## config.mk

```make
export PLATFORM = sky130hd
export DESIGN_NAME = control_sequencer_flat
export DESIGN_NICKNAME = d
export VERILOG_FILES = /design/src/rtl/control_sequencer_if.sv /design/src/rtl/control_sequencer.sv /design/src/flat_wrapper.sv
export SDC_FILE = /design/constraint.sdc
export NUM_CORES = 1
export LEC_CHECK = 0
export CAP_MARGIN = 5
export CORE_UTILIZATION = 40
export DETAILED_ROUTE_END_ITERATION = 8
export DONT_BUFFER_PORTS = 1
export PLACE_DENSITY = 0.63
export SLEW_MARGIN = 30
export SYNTH_ARGS = -nofsm -noshare
export SYNTH_HDL_FRONTEND = slang
export SYNTH_SLANG_ARGS = --single-unit
export TNS_END_PERCENT = 50
```

## constraint.sdc

```tcl
create_clock -name clk -period 2.21 [get_ports clk]
set_input_delay 0.221 -clock clk [delete_from_list [all_inputs] [get_ports clk]]
set_output_delay 0.221 -clock clk [all_outputs]
set_load 0.005 [all_outputs]
```

## src/rtl/control_sequencer_if.sv

```systemverilog
// rtl/control_sequencer_if.sv - datapath control bus between sequencer and datapath
interface control_sequencer_if #(
    parameter int OPW  = 5,
    parameter int CNTW = 16
);
    logic            run;
    logic            mem_rdy;
    logic [31:0]     ir;
    logic            PCout;
    logic            Zlowout;
    logic            Zhighout;
    logic            MDRout;
    logic            PCin;
    logic            MARin;
    logic            MDRin;
    logic            IRin;
    logic            Yin;
    logic            Zin;
    logic            LOin;
    logic            HIin;
    logic            IncPC;
    logic            Read;
    logic [15:0]     Rout;
    logic [15:0]     Rin;
    logic [OPW-1:0]  alu_control;
    logic            done;
    logic            illegal;
    logic            halted;
    logic [CNTW-1:0] instr_count;

    modport master (
        input  run, mem_rdy, ir,
        output PCout, Zlowout, Zhighout, MDRout,
        output PCin, MARin, MDRin, IRin, Yin, Zin, LOin, HIin,
        output IncPC, Read, Rout, Rin, alu_control,
        output done, illegal, halted, instr_count
    );

    modport slave (
        output run, mem_rdy, ir,
        input  PCout, Zlowout, Zhighout, MDRout,
        input  PCin, MARin, MDRin, IRin, Yin, Zin, LOin, HIin,
        input  IncPC, Read, Rout, Rin, alu_control,
        input  done, illegal, halted, instr_count
    );
endinterface

```

## src/rtl/control_sequencer.sv

```systemverilog
// rtl/control_sequencer.sv - hard-wired T-state fetch/execute control unit
module control_sequencer #(
    parameter int OPW  = 5,
    parameter int CNTW = 16
) (
    input  logic clk,
    input  logic clr,
    control_sequencer_if.master bus
);
    typedef enum logic [3:0] {
        IDLE, T0, T1, T2, T3, T4, T5, T6, HALT
    } state_t;

    localparam logic [OPW-1:0] OP_ALU3_MAX = OPW'(8);
    localparam logic [OPW-1:0] OP_MUL      = OPW'(15);
    localparam logic [OPW-1:0] OP_DIV      = OPW'(16);
    localparam logic [OPW-1:0] OP_NEG      = OPW'(17);
    localparam logic [OPW-1:0] OP_NOT      = OPW'(18);
    localparam logic [OPW-1:0] OP_HALT     = OPW'(27);

    state_t          state_q;
    state_t          state_d;
    logic [CNTW-1:0] cnt_q;
    logic            done_c;

    logic [OPW-1:0]  op;
    logic [3:0]      ra;
    logic [3:0]      rb;
    logic [3:0]      rc;
    logic            is_alu3;
    logic            is_muldiv;
    logic            is_unary;
    logic            is_halt;
    logic            unused_ir;

    assign op        = bus.ir[31 -: OPW];
    assign ra        = bus.ir[26:23];
    assign rb        = bus.ir[22:19];
    assign rc        = bus.ir[18:15];
    assign unused_ir = ^bus.ir[14:0];

    assign is_alu3   = (op <= OP_ALU3_MAX);
    assign is_muldiv = (op == OP_MUL) || (op == OP_DIV);
    assign is_unary  = (op == OP_NEG) || (op == OP_NOT);
    assign is_halt   = (op == OP_HALT);

    assign bus.instr_count = cnt_q;

    // State register and retired-instruction counter; clr aborts any instruction in flight
    always_ff @(posedge clk) begin
        if (clr) begin
            state_q <= IDLE;
            cnt_q   <= '0;
        end else begin
            state_q <= state_d;
            if (done_c) begin
                cnt_q <= cnt_q + CNTW'(1);
            end
        end
    end

    // Moore decode of state and ir into strobes, plus next-state selection
    always_comb begin
        state_d         = state_q;
        done_c          = 1'b0;
        bus.PCout       = 1'b0;
        bus.Zlowout     = 1'b0;
        bus.Zhighout    = 1'b0;
        bus.MDRout      = 1'b0;
        bus.PCin        = 1'b0;
        bus.MARin       = 1'b0;
        bus.MDRin       = 1'b0;
        bus.IRin        = 1'b0;
        bus.Yin         = 1'b0;
        bus.Zin         = 1'b0;
        bus.LOin        = 1'b0;
        bus.HIin        = 1'b0;
        bus.IncPC       = 1'b0;
        bus.Read        = 1'b0;
        bus.Rout        = 16'h0000;
        bus.Rin         = 16'h0000;
        bus.alu_control = '0;
        bus.illegal     = 1'b0;
        bus.halted      = 1'b0;
        case (state_q)
            IDLE: begin
                if (bus.run) state_d = T0;
            end
            T0: begin
                bus.PCout = 1'b1;
                bus.MARin = 1'b1;
                bus.IncPC = 1'b1;
                bus.Zin   = 1'b1;
                state_d   = T1;
            end
            T1: begin
                // Held while waiting on memory; reloading PC from an unchanged Z is harmless
                bus.Zlowout = 1'b1;
                bus.PCin    = 1'b1;
                bus.Read    = 1'b1;
                bus.MDRin   = 1'b1;
                if (bus.mem_rdy) state_d = T2;
            end
            T2: begin
                bus.MDRout = 1'b1;
                bus.IRin   = 1'b1;
                state_d    = T3;
            end
            T3: begin
                state_d = T4;
                if (is_alu3) begin
                    bus.Rout = 16'd1 << rb;
                    bus.Yin  = 1'b1;
                end else if (is_muldiv) begin
                    bus.Rout = 16'd1 << ra;
                    bus.Yin  = 1'b1;
                end else if (is_unary) begin
                    bus.Rout        = 16'd1 << rb;
                    bus.Zin         = 1'b1;
                    bus.alu_control = op;
                end else if (is_halt) begin
                    done_c  = 1'b1;
                    state_d = HALT;
                end else begin
                    bus.illegal = 1'b1;
                    state_d     = T0;
                end
            end
            T4: begin
                state_d = T0;
                if (is_alu3) begin
                    bus.Rout        = 16'd1 << rc;
                    bus.Zin         = 1'b1;
                    bus.alu_control = op;
                    state_d         = T5;
                end else if (is_muldiv) begin
                    bus.Rout        = 16'd1 << rb;
                    bus.Zin         = 1'b1;
                    bus.alu_control = op;
                    state_d         = T5;
                end else if (is_unary) begin
                    bus.Zlowout = 1'b1;
                    bus.Rin     = 16'd1 << ra;
                    done_c      = 1'b1;
                end
            end
            T5: begin
                state_d = T0;
                if (is_alu3) begin
                    bus.Zlowout = 1'b1;
                    bus.Rin     = 16'd1 << ra;
                    done_c      = 1'b1;
                end else if (is_muldiv) begin
                    bus.Zlowout = 1'b1;
                    bus.LOin    = 1'b1;
                    state_d     = T6;
                end
            end
            T6: begin
                bus.Zhighout = 1'b1;
                bus.HIin     = 1'b1;
                done_c       = 1'b1;
                state_d      = T0;
            end
            HALT: begin
                bus.halted = 1'b1;
            end
            default: state_d = IDLE;
        endcase
        bus.done = done_c;
    end
endmodule

```

## src/flat_wrapper.sv

```systemverilog
// flat-port wrapper written by rule: the top's interface ports become plain ports
module control_sequencer_flat 
#(
    parameter int OPW  = 5,
    parameter int CNTW = 16
)
  (clk, clr, bus_run, bus_mem_rdy, bus_ir, bus_PCout, bus_Zlowout, bus_Zhighout, bus_MDRout, bus_PCin, bus_MARin, bus_MDRin, bus_IRin, bus_Yin, bus_Zin, bus_LOin, bus_HIin, bus_IncPC, bus_Read, bus_Rout, bus_Rin, bus_alu_control, bus_done, bus_illegal, bus_halted, bus_instr_count);
  control_sequencer_if #(.OPW(OPW), .CNTW(CNTW)) bus_i ();
  input  logic clk;
  input  logic clr;
  input wire logic [$bits(bus_i.run)-1:0] bus_run;
  input wire logic [$bits(bus_i.mem_rdy)-1:0] bus_mem_rdy;
  input wire logic [$bits(bus_i.ir)-1:0] bus_ir;
  output wire logic [$bits(bus_i.PCout)-1:0] bus_PCout;
  output wire logic [$bits(bus_i.Zlowout)-1:0] bus_Zlowout;
  output wire logic [$bits(bus_i.Zhighout)-1:0] bus_Zhighout;
  output wire logic [$bits(bus_i.MDRout)-1:0] bus_MDRout;
  output wire logic [$bits(bus_i.PCin)-1:0] bus_PCin;
  output wire logic [$bits(bus_i.MARin)-1:0] bus_MARin;
  output wire logic [$bits(bus_i.MDRin)-1:0] bus_MDRin;
  output wire logic [$bits(bus_i.IRin)-1:0] bus_IRin;
  output wire logic [$bits(bus_i.Yin)-1:0] bus_Yin;
  output wire logic [$bits(bus_i.Zin)-1:0] bus_Zin;
  output wire logic [$bits(bus_i.LOin)-1:0] bus_LOin;
  output wire logic [$bits(bus_i.HIin)-1:0] bus_HIin;
  output wire logic [$bits(bus_i.IncPC)-1:0] bus_IncPC;
  output wire logic [$bits(bus_i.Read)-1:0] bus_Read;
  output wire logic [$bits(bus_i.Rout)-1:0] bus_Rout;
  output wire logic [$bits(bus_i.Rin)-1:0] bus_Rin;
  output wire logic [$bits(bus_i.alu_control)-1:0] bus_alu_control;
  output wire logic [$bits(bus_i.done)-1:0] bus_done;
  output wire logic [$bits(bus_i.illegal)-1:0] bus_illegal;
  output wire logic [$bits(bus_i.halted)-1:0] bus_halted;
  output wire logic [$bits(bus_i.instr_count)-1:0] bus_instr_count;
  assign bus_i.run = bus_run;
  assign bus_i.mem_rdy = bus_mem_rdy;
  assign bus_i.ir = bus_ir;
  assign bus_PCout = bus_i.PCout;
  assign bus_Zlowout = bus_i.Zlowout;
  assign bus_Zhighout = bus_i.Zhighout;
  assign bus_MDRout = bus_i.MDRout;
  assign bus_PCin = bus_i.PCin;
  assign bus_MARin = bus_i.MARin;
  assign bus_MDRin = bus_i.MDRin;
  assign bus_IRin = bus_i.IRin;
  assign bus_Yin = bus_i.Yin;
  assign bus_Zin = bus_i.Zin;
  assign bus_LOin = bus_i.LOin;
  assign bus_HIin = bus_i.HIin;
  assign bus_IncPC = bus_i.IncPC;
  assign bus_Read = bus_i.Read;
  assign bus_Rout = bus_i.Rout;
  assign bus_Rin = bus_i.Rin;
  assign bus_alu_control = bus_i.alu_control;
  assign bus_done = bus_i.done;
  assign bus_illegal = bus_i.illegal;
  assign bus_halted = bus_i.halted;
  assign bus_instr_count = bus_i.instr_count;
  control_sequencer #(.OPW(OPW), .CNTW(CNTW)) u_core (.clk(clk), .clr(clr), .bus(bus_i));
endmodule
```

# Word level (Yosys, flattened, before mapping)

Cells that the tools add are included.

Reductions and logical operators: 4
Muxes and demuxes: 54
Bitwise gates (word level): 1
$add $sub $neg: 1
Equal/unequal tests: 15
Shifts and indexed selects: 3
Order comparisons: 1

Operator list:

| operator                                                                         | count |
|---|---|
| 16-bit 2-to-1 mux                                                                | 9 |
| 16-bit one-hot mux with 2 select lines                                           | 2 |
| 1-bit by 4-bit left shift with 16-bit output, first input constant               | 3 |
| 4-bit one-hot mux with 9 select lines                                            | 1 |
| 4-bit 2-to-1 mux                                                                 | 8 |
| 5-bit 2-to-1 mux                                                                 | 5 |
| 1-bit 2-to-1 mux                                                                 | 23 |
| 5-bit == test, second input constant                                             | 4 |
| 16-bit by 1-bit adder with 16-bit output, second input constant                  | 1 |
| 4-bit by 3-bit == test with 1-bit output, second input constant                  | 4 |
| 5-bit one-hot mux with 2 select lines                                            | 1 |
| 4-bit by 2-bit == test with 1-bit output, second input constant                  | 2 |
| 3-bit 2-to-1 mux                                                                 | 2 |
| 1-bit one-hot mux with 3 select lines                                            | 2 |
| 5-bit by 4-bit == test with 1-bit output, second input constant                  | 1 |
| 5-bit by 4-bit less-or-equal comparator with 1-bit output, second input constant | 1 |
| 4-bit by 1-bit == test with 1-bit output, second input constant                  | 1 |
| 4-bit == test, second input constant                                             | 1 |
| 4-bit zero test                                                                  | 1 |
| 2-bit inequality test, second input constant                                     | 2 |
| 1-bit one-hot mux with 4 select lines                                            | 1 |
| 3-bit AND reduction                                                              | 1 |
| 1-bit logical OR                                                                 | 2 |
| 1-bit NOT                                                                        | 1 |

Input bits: 36
Bits in registers: 20

# Longest topological paths before layout

Gate-level depths: netlist of the first run.

Depth after elaboration: 6
Mapped depth: 8

# Worst setup path after synthesis of the first run

Ideal clock, no wire load.

Path kind: register to register
Start point: register u_core.state_q[1]
End point: register u_core.cnt_q[12] (netlist: u_core.bus.instr_count[12])
Library setup time: 70 ps
Path buffers: 2
Arrival time: 2026 ps
Slack: 114 ps
Stages on the path, launching flop included: 8
Required time: 2140 ps
Cell sequence: dfxtp_1 buf_2 or3_1 o2bb2a_1 o221a_4 buf_6 or4_1 a21oi_1

Word-level cells in the longest chain between the ends: 2
Elaborated cells on any way between the ends: 5
Classes of those cells: 4 x eq/ne; 1 x mux

Ends and longest elaborated chain:

| item                                     | line                    | source |
|---|---|---|
| start, declared                          | control_sequencer.sv:21 | `state_t state_q;` |
| start signal, assigned                   | control_sequencer.sv:55 | `state_q <= state_d;` |
| 4-bit by 3-bit == test with 1-bit output | control_sequencer.sv:85 | `case (state_q)` |
| 1-bit one-hot mux with 4 select lines *  | control_sequencer.sv:85 |  |
| end signal, assigned                     | control_sequencer.sv:57 | `cnt_q <= cnt_q + CNTW'(1);` |
| end, declared                            | control_sequencer.sv:23 | `logic [CNTW-1:0] cnt_q;` |

Mark *: on every way between the ends. The rest lies on a longest branch, timed or not.
A chain may end at the register's enable or synchronous reset.

# Worst setup path in the final report of the first run

Start point: register u_core.state_q[3]
End point: output port bus_Rin[1]

Word-level cells in the longest chain between the ends: 2
Elaborated cells on any way between the ends: 3
Classes of those cells: 2 x eq/ne; 1 x mux

Ends and longest elaborated chain:

| item                                     | line                    | source |
|---|---|---|
| 4-bit by 3-bit == test with 1-bit output | control_sequencer.sv:85 |  |
| 16-bit one-hot mux with 2 select lines * | control_sequencer.sv:85 |  |
| end, declared                            | flat_wrapper.sv:29      | `output wire logic [$bits(bus_i.Rin)-1:0] bus_Rin;` |

Marked as above.

==> results of run 1 <==
-- path summary, 6_finish.rpt --
check	start	to	slack, ns
worst max-delay path	u_core.state_q[3]$_SDFFE_PP0P_	bus_Rin[1]	0.07
worst min-delay path	clr	u_core.state_q[1]$_SDFFE_PP0P_	0.02
worst max register to register	u_core.state_q[1]$_SDFFE_PP0P_	u_core.bus.instr_count[4]$_SDFFE_PP0P_	0.18
worst min register to register	u_core.bus.instr_count[15]$_SDFFE_PP0P_	u_core.bus.instr_count[15]$_SDFFE_PP0P_	0.50
-- Yosys cell counts, types with 2 or more instances --
| library cell | number | area [um^2] |
|---|---|---|
| a21oi_1 | 25 | 125 |
| a22oi_1 | 12 | 90.1 |
| a31oi_1 | 13 | 81.3 |
| a32oi_1 | 4 | 35.0 |
| a41oi_1 | 4 | 35.0 |
| and2_1 | 5 | 31.3 |
| buf_1 | 3 | 11.3 |
| buf_2 | 3 | 15.0 |
| buf_4 | 6 | 45.0 |
| buf_6 | 3 | 33.8 |
| clkbuf_1 | 18 | 67.6 |
| clkbuf_2 | 3 | 15.0 |
| dfxtp_1 | 20 | 400 |
| inv_1 | 7 | 26.3 |
| nand2_1 | 11 | 41.3 |
| nand2b_1 | 10 | 62.6 |
| nand3_1 | 10 | 50.1 |
| nand4_1 | 4 | 25.0 |
| nor2_1 | 33 | 124 |
| nor2b_1 | 9 | 56.3 |
| nor3_1 | 19 | 95.1 |
| nor3b_1 | 2 | 15.0 |
| nor4_1 | 4 | 25.0 |
| nor4b_1 | 3 | 26.3 |
| o21ai_0 | 10 | 50.1 |
| o22a_1 | 2 | 17.5 |
| o22ai_1 | 17 | 106 |
| o31ai_1 | 5 | 37.5 |
| or2_2 | 6 | 37.5 |
| or3_1 | 17 | 106 |
| or3b_1 | 3 | 26.3 |
| or4_1 | 5 | 37.5 |
| xor2_1 | 2 | 17.5 |
-- state kept, by name, summed over array words and instances (netlist names) --
name                    cells
u_core.state_q              4
u_core.bus.instr_count     16
-- layout make-up --
class	instances	area share
Multi-Input combinational cell	249	0.705
Inverter	7	0.0120
Sequential cell	20	0.183
Clock buffer	3	0.0188
Tap cell	70	0.0399
Timing Repair Buffer	12	0.0410
-- report_power, final --
part	total, mW	internal (mW)	switching (mW)
Sequential	0.382	0.370	0.0121
Combinational	0.193	0.0724	0.120
Clock	0.234	0.121	0.113
Total	0.809	0.564	0.246
-- repair_timing --
item | CTS | global route
hold buffers | 0 | 0
setup endpoints to repair | 12 | 13
gates resized for setup | 3 | 13
pin swaps | 0 | 1
-- metrics by stage --
stage                     hold slack, ns  instances  TNS, ns  worst slack, ns
after detailed placement           0.295        358        0            0.138
after global routing              0.0148        361  -0.0145         -0.00678
after floorplan                    0.311        312        0            0.114
after global placement             0.291        358        0            0.194
after CTS                         0.0166        361        0           0.0160
final                             0.0227        361        0           0.0691
-- placed cells by master (no fill, tap or decap), types with 3 or more instances in the layout --
| cell | count |
|---|---|
| a21oi_1 | 25 |
| a22oi_1 | 12 |
| a31oi_1 | 13 |
| a32oi_1 | 4 |
| a41oi_1 | 4 |
| and2_1 | 5 |
| buf_4 | 12 |
| clkbuf_8 | 3 |
| dfxtp_1 | 18 |
| inv_1 | 7 |
| nand2_1 | 11 |
| nand2b_1 | 10 |
| nand3_1 | 10 |
| nand4_1 | 4 |
| nor2_1 | 25 |
| nor2_2 | 8 |
| nor2b_1 | 9 |
| nor3_1 | 19 |
| nor4_1 | 4 |
| o21ai_0 | 10 |
| o22ai_1 | 17 |
| o31ai_1 | 5 |
| or2_2 | 6 |
| or3_1 | 16 |
| or4_1 | 5 |
-- logic make-up (layout without fill, tap and decap cells) --
| group | count (synthesis) | in the layout | share of synthesized area |
|---|---|---|---|
| buf+inv | 43 | 22 | 0.101 |
| simple gates | 145 | 145 | 0.378 |
| flops | 20 | 20 | 0.189 |
| fa+ha+maj | 1 | 1 | 0.00590 |
| compound gates | 100 | 100 | 0.313 |
| mux | 1 | 1 | 0.00472 |
| xor+xnor | 2 | 2 | 0.00827 |
-- routing by layer --
| layer | vias to the layer above | GRT usage | routed length (um) |
|---|---|---|---|
| met2 | 72 | 0.305 | 2730 |
| met5 | - | 0 | 0 |
| li1 | 1131 | - | - |
| met1 | 1039 | 0.259 | 2750 |
| met4 | 0 | 0.0314 | 30 |
| met3 | 4 | 0.0335 | 310 |
==> run_results.csv, run 1 <==
group,metric,value,unit
outcome,status,"complete, no violations",
clock_network,post_cts_buffers,0,
clock_network,htreeDepth,1,
global_route,grtUsageTotal,0.186,
setup_path,critPathCaptureType,"primary output",
route,viasPerCell,6.22,
finish,design_area,2200,um^2
floorplan,fp.dieW,74.8,um
floorplan,ios,106,
timing,period_share,0.969,
place,io_buffers,0,
hold_path,hold_depth,1,
timing,slew_viol_final,0,
timing,finalClockSkew,0.00111,ns
finish,nNetsFinal,330,
timing,relSlewSlack,0.613,
floorplan,rows,26,
floorplan,start_util,0.415,
place,hpwl,4.28,mm
power,power_density,368,nW/um^2
logic_synthesis,postSynthCellCount,312,
floorplan,die_h,74.8,um
finish,drive_above_1_share,0.137,
setup_path,max_stage_delay,0.41,ns
floorplan,die_area,5590,um^2
logic_synthesis,synth_warnings,0,
setup_path,required,1.99,ns
route,drt_iter0_markers,114,
setup_path,cp_max_fo,7,
clock_network,clk_latency,0.25,ns
logic_synthesis,synth_edf_count,0,
finish,multi_input_area,1550,um^2
logic_synthesis,ys_types,47,
timing,max_freq,0.467,GHz
finish,area_delta_synth_final,3.66,%
place,gp_congestion,0.811,
power,p_leak,0.572,nW
route,wl,5.82,mm
logic_synthesis,synthFlopType,"dfxtp_1",
global_route,grt_pass1_wl,8.42,mm
setup_path,critPathSlowestCell,"or3b_4",
power,finalPower,0.809,mW
route,wl_per_cell,16.1,um
setup_path,worst_ep_arrival_time,1.92,ns
logic_synthesis,async_flop_share,0,
logic_synthesis,syn_avg_cell_area,6.79,um^2
clock_network,clk_pin_slew,0.07,ns
finish,fillers,556,
setup_path,critical_path_depth,5,
logic_synthesis,ys_ff_latch,20,
logic_synthesis,syn_nets,349,
floorplan,fp.coreArea,5110,um^2
setup_path,crit_chain,"nand2b_1 > or3b_4 > o21a_4 > or3_4 > nor2_2",
job,drv_cap,0,
finish,postLayoutCoreUtil,0.430,
power,vdd_drop_max,0.199,mV
setup_path,rr_worst_depth,6,
setup_path,worstSetupPathType,"reg2out",
place,dpl_cell_area,2110,um^2
clock_network,clockRootBuffer,"clkbuf_8",
setup_path,start_kind,"flop",
finish,register_area,403,um^2
global_route,gr-total-overflow,0,
setup_path,path_delay_family,"simple AND/OR/NAND/NOR gates",
clock_network,cts.sinks,20,
global_route,grt_pass1_vias,1864,
timing,hold_violations,0,
route,firstDrtPassIters,4,
timing,setup_viol,0,
route,drtAntennaViolNets,0,
logic_synthesis,ys_seq_area_frac,0.189,
global_route,antenna_found_initial,0,
clock_network,cts_buffers,3,
finish,antenna_cells,0,
timing,tightest_slew,0.579,ns
clock_network,cts_tree,"done",
global_route,grt_max_degree,30,
route,drc,0,
clock_network,cts_buffer_depth,2,
setup_path,crit_buf_inv,0,
hold_path,hp-class,"in2reg",
route,vias,2246,
timing,min_period,2.14,ns
logic_synthesis,netlist_area,2120,um^2
Note: power is estimated with default switching activity, not from simulation.
==> run 2, diff against run 1 <==
CTS_CLUSTER_DIAMETER = 120   (was default)
PLACE_DENSITY = default   (was 0.63)
REMOVE_ABC_BUFFERS = 1   (was default)
==> run 2 against run 1 <==
Non-clock buffer count up 7. Critical path depth unchanged. Highest routed layer unchanged. Critical endpoint is now bus_Rin[0]. Maximum frequency down 1.5%.
==> run_results.csv, run 2 (synthesized netlist as in run 1, its figures left out) <==
group,metric,value,unit
finish,postLayoutCoreUtil,0.455,
finish,antenna_cells,0,
floorplan,fp.coreArea,5110,um^2
timing,holdWs,0.0112,ns
global_route,grt_pass1_vias,1954,
clock_network,clk_latency,0.27,ns
route,drtAntennaViolNets,0,
global_route,grt_max_degree,21,
finish,largest_reg_flops,16,
global_route,grt_pass1_wl,8.97,mm
timing,hold_violations,0,
power,vdd_drop_max,0.204,mV
route,vias,2329,
finish,drive_above_1_share,0.164,
route,viasPerCell,6.31,
clock_network,cts.sinks,20,
route,drc,0,
power,power_density,413,nW/um^2
power,pwr-share-seq,0.405,
floorplan,die_h,74.8,um
finish,mostFrequentLayoutCells,"28 x nor2_1, 25 x a21oi_1, 19 x nor3_1, 18 x buf_4",
timing,slew_viol_final,0,
timing,max_freq,0.460,GHz
route,firstDrtPassIters,4,
power,p_sw,0.267,mW
floorplan,die_area,5590,um^2
place,dp_cells,360,
finish,register_area,408,um^2
outcome,status,"complete, no violations",
hold_path,hp-class,"in2reg",
global_route,gr-total-overflow,0,
finish,nNetsFinal,337,
floorplan,rows,26,
setup_path,critPathCaptureType,"primary output",
route,drt_iter0_markers,98,
global_route,antenna_found_initial,0,
finish,layout_commonest_cell,"nor2_1",
finish,fillers,533,
finish,area_delta_synth_final,9.68,%
route,wl,6.08,mm
setup_path,worst_ep_arrival_time,1.95,ns
clock_network,cts_tree,"done",
timing,tightest_slew,0.621,ns
job,drv_cap,0,
timing,min_period,2.17,ns
setup_path,cp_max_fo,5,
timing,period_share,0.984,
global_route,grtUsageTotal,0.200,
hold_path,hold_depth,1,
clock_network,clk_pin_slew,0.09,ns
power,finalPower,0.960,mW
power,p_leak,0.622,nW
finish,multi_input_area,1590,um^2
timing,relSlewSlack,0.585,
route,wl_per_cell,16.5,um
power,p_clk_frac,0.388,
timing,finalSetupTns,0,ns
setup_path,start_kind,"flop",
clock_network,clockRootBuffer,"clkbuf_8",
place,hpwl,4.34,mm
power,switching_share,0.278,
clock_network,cts_buffer_depth,2,
power,p_int,0.693,mW
timing,setup_viol,0,
setup_path,required,1.99,ns
floorplan,ios,106,
timing,finalClockSkew,0.0120,ns
floorplan,start_util,0.415,
finish,final_cells,369,
place,gp_congestion,0.841,
clock_network,htreeDepth,1,
floorplan,fp.dieW,74.8,um
power,combinationalPowerShare,0.206,
setup_path,worstSetupPathType,"reg2out",
setup_path,rr_worst_depth,7,
clock_network,cts_buffers,3,
place,io_buffers,0,
## run 2: changes by cell type in the layout (fill, tap and decap cells not counted), sizes merged
cell / previous run / this run
dlygate4sd3: 0 / 1
buf: 12 / 18
bufinv: 0 / 1
## run 2: layout make-up
type | instances | area share
Multi-Input combinational cell | 249 | 0.682
Sequential cell | 20 | 0.175
Timing Repair Buffer | 19 | 0.0624
Tap cell | 70 | 0.0377
Clock buffer | 3 | 0.0178
Clock inverter | 1 | 0.0129
Inverter | 7 | 0.0113
## run 2: routing by layer
layer,share of wire,GRT usage
met1,0.44,0.267
met3,0.066,0.0335
met4,0.0041,0.0377
met5,0,0
met2,0.49,0.339
## run 2: timing repair
item | in CTS | in global routing
buffers inserted | 0 | 4
resized for setup | 8 | 14
endpoints found under the setup margin | 15 | 15
hold buffers | 0 | 1
hold endpoints to repair | 0 | 1
pin swaps | 0 | 6
## run 2: critical path, cell delays in order, from the launching register on
cell	delay, ns
dfxtp_4	0.38
nand4bb_4	0.20
or3b_4	0.40
o21a_4	0.14
or3_4	0.43
nor2_4	0.13
## run 2: power by group through the flow
| stage | clock (mW) | sequential, mW | combinational, mW |
|---|---|---|---|
| after floorplan | 0 | 0.393 | 0.124 |
| after global placement | 0 | 0.391 | 0.177 |
| after detailed placement | 0 | 0.390 | 0.178 |
| after CTS | 0.374 | 0.385 | 0.180 |
| after global routing | 0.387 | 0.391 | 0.223 |
| final | 0.373 | 0.389 | 0.198 |
## run 2: path summary, 6_finish.rpt
check                                          startpoint                                      end  slack (ns)
hold / removal                                        clr           u_core.state_q[3]$_SDFFE_PP0P_        0.01
hold reg to reg   u_core.bus.instr_count[15]$_SDFFE_PP0P_  u_core.bus.instr_count[15]$_SDFFE_PP0P_        0.50
setup / recovery           u_core.state_q[1]$_SDFFE_PP0P_                               bus_Rin[0]        0.04
setup reg to reg           u_core.state_q[3]$_SDFFE_PP0P_   u_core.bus.instr_count[9]$_SDFFE_PP0P_        0.09
## run 2: per-stage QoR
stage          cell area (um^2)  setup slack [ns]
3_3_place_gp               2120             0.103
6_report                   2320            0.0358
2_1_floorplan              1930            -0.254
4_1_cts                    2220          0.000830
5_1_grt                    2320           -0.0102
3_5_place_dp               2120             0.109
==> run 3, diff against run 2 <==
CTS_CLUSTER_SIZE = 10   (was default)
SKIP_LAST_GASP = 1   (was default)
==> run 3 against run 2 <==
Setup slack worse by 0.015 ns. Largest power group unchanged. Critical endpoint is now bus_Rin[2]. Clock-buffer cell count unchanged. Sequential power about the same. Hold slack better by 0.0050 ns. Global-route usage about the same. Via count did not move. Critical path depth unchanged. Largest cell class unchanged. Critical path type unchanged.
==> run_results.csv, run 3 (synthesized netlist as in run 1, its figures left out) <==
group,metric,value,unit
power,p_clk_frac,0.390,
hold_path,hp-start,"clr",
hold_path,hp-class,"in2reg",
finish,drive_above_1_share,0.149,
power,p_sw,0.258,mW
finish,mostFrequentLayoutCells,"27 x nor2_1, 25 x a21oi_1, 19 x nor3_1, 17 x dfxtp_1",
setup_path,startpoint,"u_core.state_q[1]$_SDFFE_PP0P_",
clock_network,post_cts_buffers,0,
timing,finalClockSkew,0.00900,ns
floorplan,die_area,5590,um^2
floorplan,ios,106,
timing,min_period,2.19,ns
hold_path,hold_depth,1,
setup_path,worst_ep_arrival_time,1.97,ns
timing,holdWs,0.0163,ns
power,vdd_drop_max,0.204,mV
place,gp_congestion,0.841,
timing,relSlewSlack,0.574,
timing,setup_slack,0.0204,ns
place,pre_cts_ws,0.109,ns
global_route,grt_max_degree,21,
hold_path,whs_endpoint,"u_core.state_q[1]$_SDFFE_PP0P_",
floorplan,fp.coreArea,5110,um^2
floorplan,rows,26,
clock_network,cts.sinks,20,
finish,layout_commonest_cell,"nor2_1",
place,hpwl,4.34,mm
setup_path,required,1.99,ns
power,p_leak,0.603,nW
power,combinationalPowerShare,0.198,
timing,tightest_slew,0.637,ns
setup_path,r2r_end,"u_core.bus.instr_count[9]$_SDFFE_PP0P_",
route,drc,0,
route,viasPerCell,6.38,
route,drtAntennaViolNets,0,
route,wl,5.97,mm
route,wl_per_cell,16.4,um
timing,max_freq,0.457,GHz
clock_network,htreeDepth,1,
setup_path,critPathCaptureType,"primary output",
route,vias,2329,
timing,period_share,0.991,
finish,largest_reg_flops,16,
floorplan,fp.dieW,74.8,um
timing,setup_viol,0,
finish,area_delta_synth_final,6.85,%
finish,antenna_cells,0,
setup_path,worstSetupPathType,"reg2out",
floorplan,start_util,0.415,
floorplan,die_h,74.8,um
clock_network,clk_pin_slew,0.08,ns
power,finalPower,0.944,mW
power,p_int,0.686,mW
setup_path,rr_worst_depth,6,
job,drv_cap,0,
place,io_buffers,0,
timing,hold_violations,0,
clock_network,cts_tree,"done",
global_route,gr-total-overflow,0,
setup_path,start_kind,"flop",
timing,slew_viol_final,0,
setup_path,cp_max_fo,7,
setup_path,reg2reg_setup_slack,0.14,ns
clock_network,clk_latency,0.26,ns
finish,nNetsFinal,333,
power,switching_share,0.273,
global_route,grt_pass1_vias,1965,
route,drt_iter0_markers,96,
outcome,status,"complete, no violations",
timing,rsz0062_at_grt,"true",
clock_network,clockRootBuffer,"clkbuf_8",
power,power_density,417,nW/um^2
clock_network,cts_buffers,3,
global_route,antenna_found_initial,0,
setup_path,worstReg2RegStart,"u_core.state_q[1]$_SDFFE_PP0P_",
power,pwr-share-seq,0.411,
route,firstDrtPassIters,4,
global_route,grtUsageTotal,0.199,
clock_network,cts_buffer_depth,2,
global_route,grt_pass1_wl,8.96,mm
[run 3: metal layers]
metal / GRT usage / vias up / wire length, um
met2: 0.339 / 112 / 2920
met5: 0 / - / 0
met4: 0.0377 / 0 / 25
met3: 0.0335 / 4 / 417
met1: 0.267 / 1074 / 2600
li1: - / 1139 / -
[run 3: how the worst max path moves through the flow]
stage                                               to  slack [ns]  cells past startpoint
2_1_floorplan   u_core.bus.instr_count[7]$_SDFFE_PP0P_       -0.25                      5
3_3_place_gp   u_core.bus.instr_count[15]$_SDFFE_PP0P_        0.10                      5
6_report                                    bus_Rin[2]        0.02                      5
5_1_grt                                     bus_Rin[2]       -0.05                      5
3_5_place_dp    u_core.bus.instr_count[5]$_SDFFE_PP0P_        0.11                      6
4_1_cts                                    bus_illegal     -0.0008                      3
[run 3: through the flow]
stage	setup TNS [ns]	cells	area [um^2]	utilization
after floorplan	-4.46	276	1930	-
after global placement	0	360	2120	0.416
after detailed placement	0	360	2120	0.416
after CTS	-0.000761	364	2210	0.433
after global routing	-0.273	365	2260	0.443
final	0	365	2260	0.443
[run 3: power by group through the flow]
stage          clock (mW)  combinational [mW]  sequential [mW]
2_1_floorplan           0               0.124            0.393
3_3_place_gp            0               0.177            0.391
3_5_place_dp            0               0.178            0.390
4_1_cts             0.374               0.179            0.385
5_1_grt             0.387               0.212            0.390
6_report            0.368               0.187            0.388
[run 3: timing repair]
action,in CTS,in global routing
setup endpoints to repair,15,16
hold buffers,0,1
resized for setup,7,11
endpoints found under the hold margin,0,1
[run 3: critical path, stage by stage (launching register included)]
cell       delay (ns)
dfxtp_4          0.38
nand4bb_1        0.22
or3b_4           0.44
o21a_4           0.15
or2_2            0.35
nor2_2           0.15
[run 3: cell type report]
type | instances | area, um^2
multi-input combinational | 249 | 1560
clock inverter | 1 | 30.0
tap | 70 | 87.6
inverter | 7 | 26.3
timing repair buffer | 15 | 115
fill | 540 | 2840
sequential | 20 | 407
clock buffer | 3 | 41.3
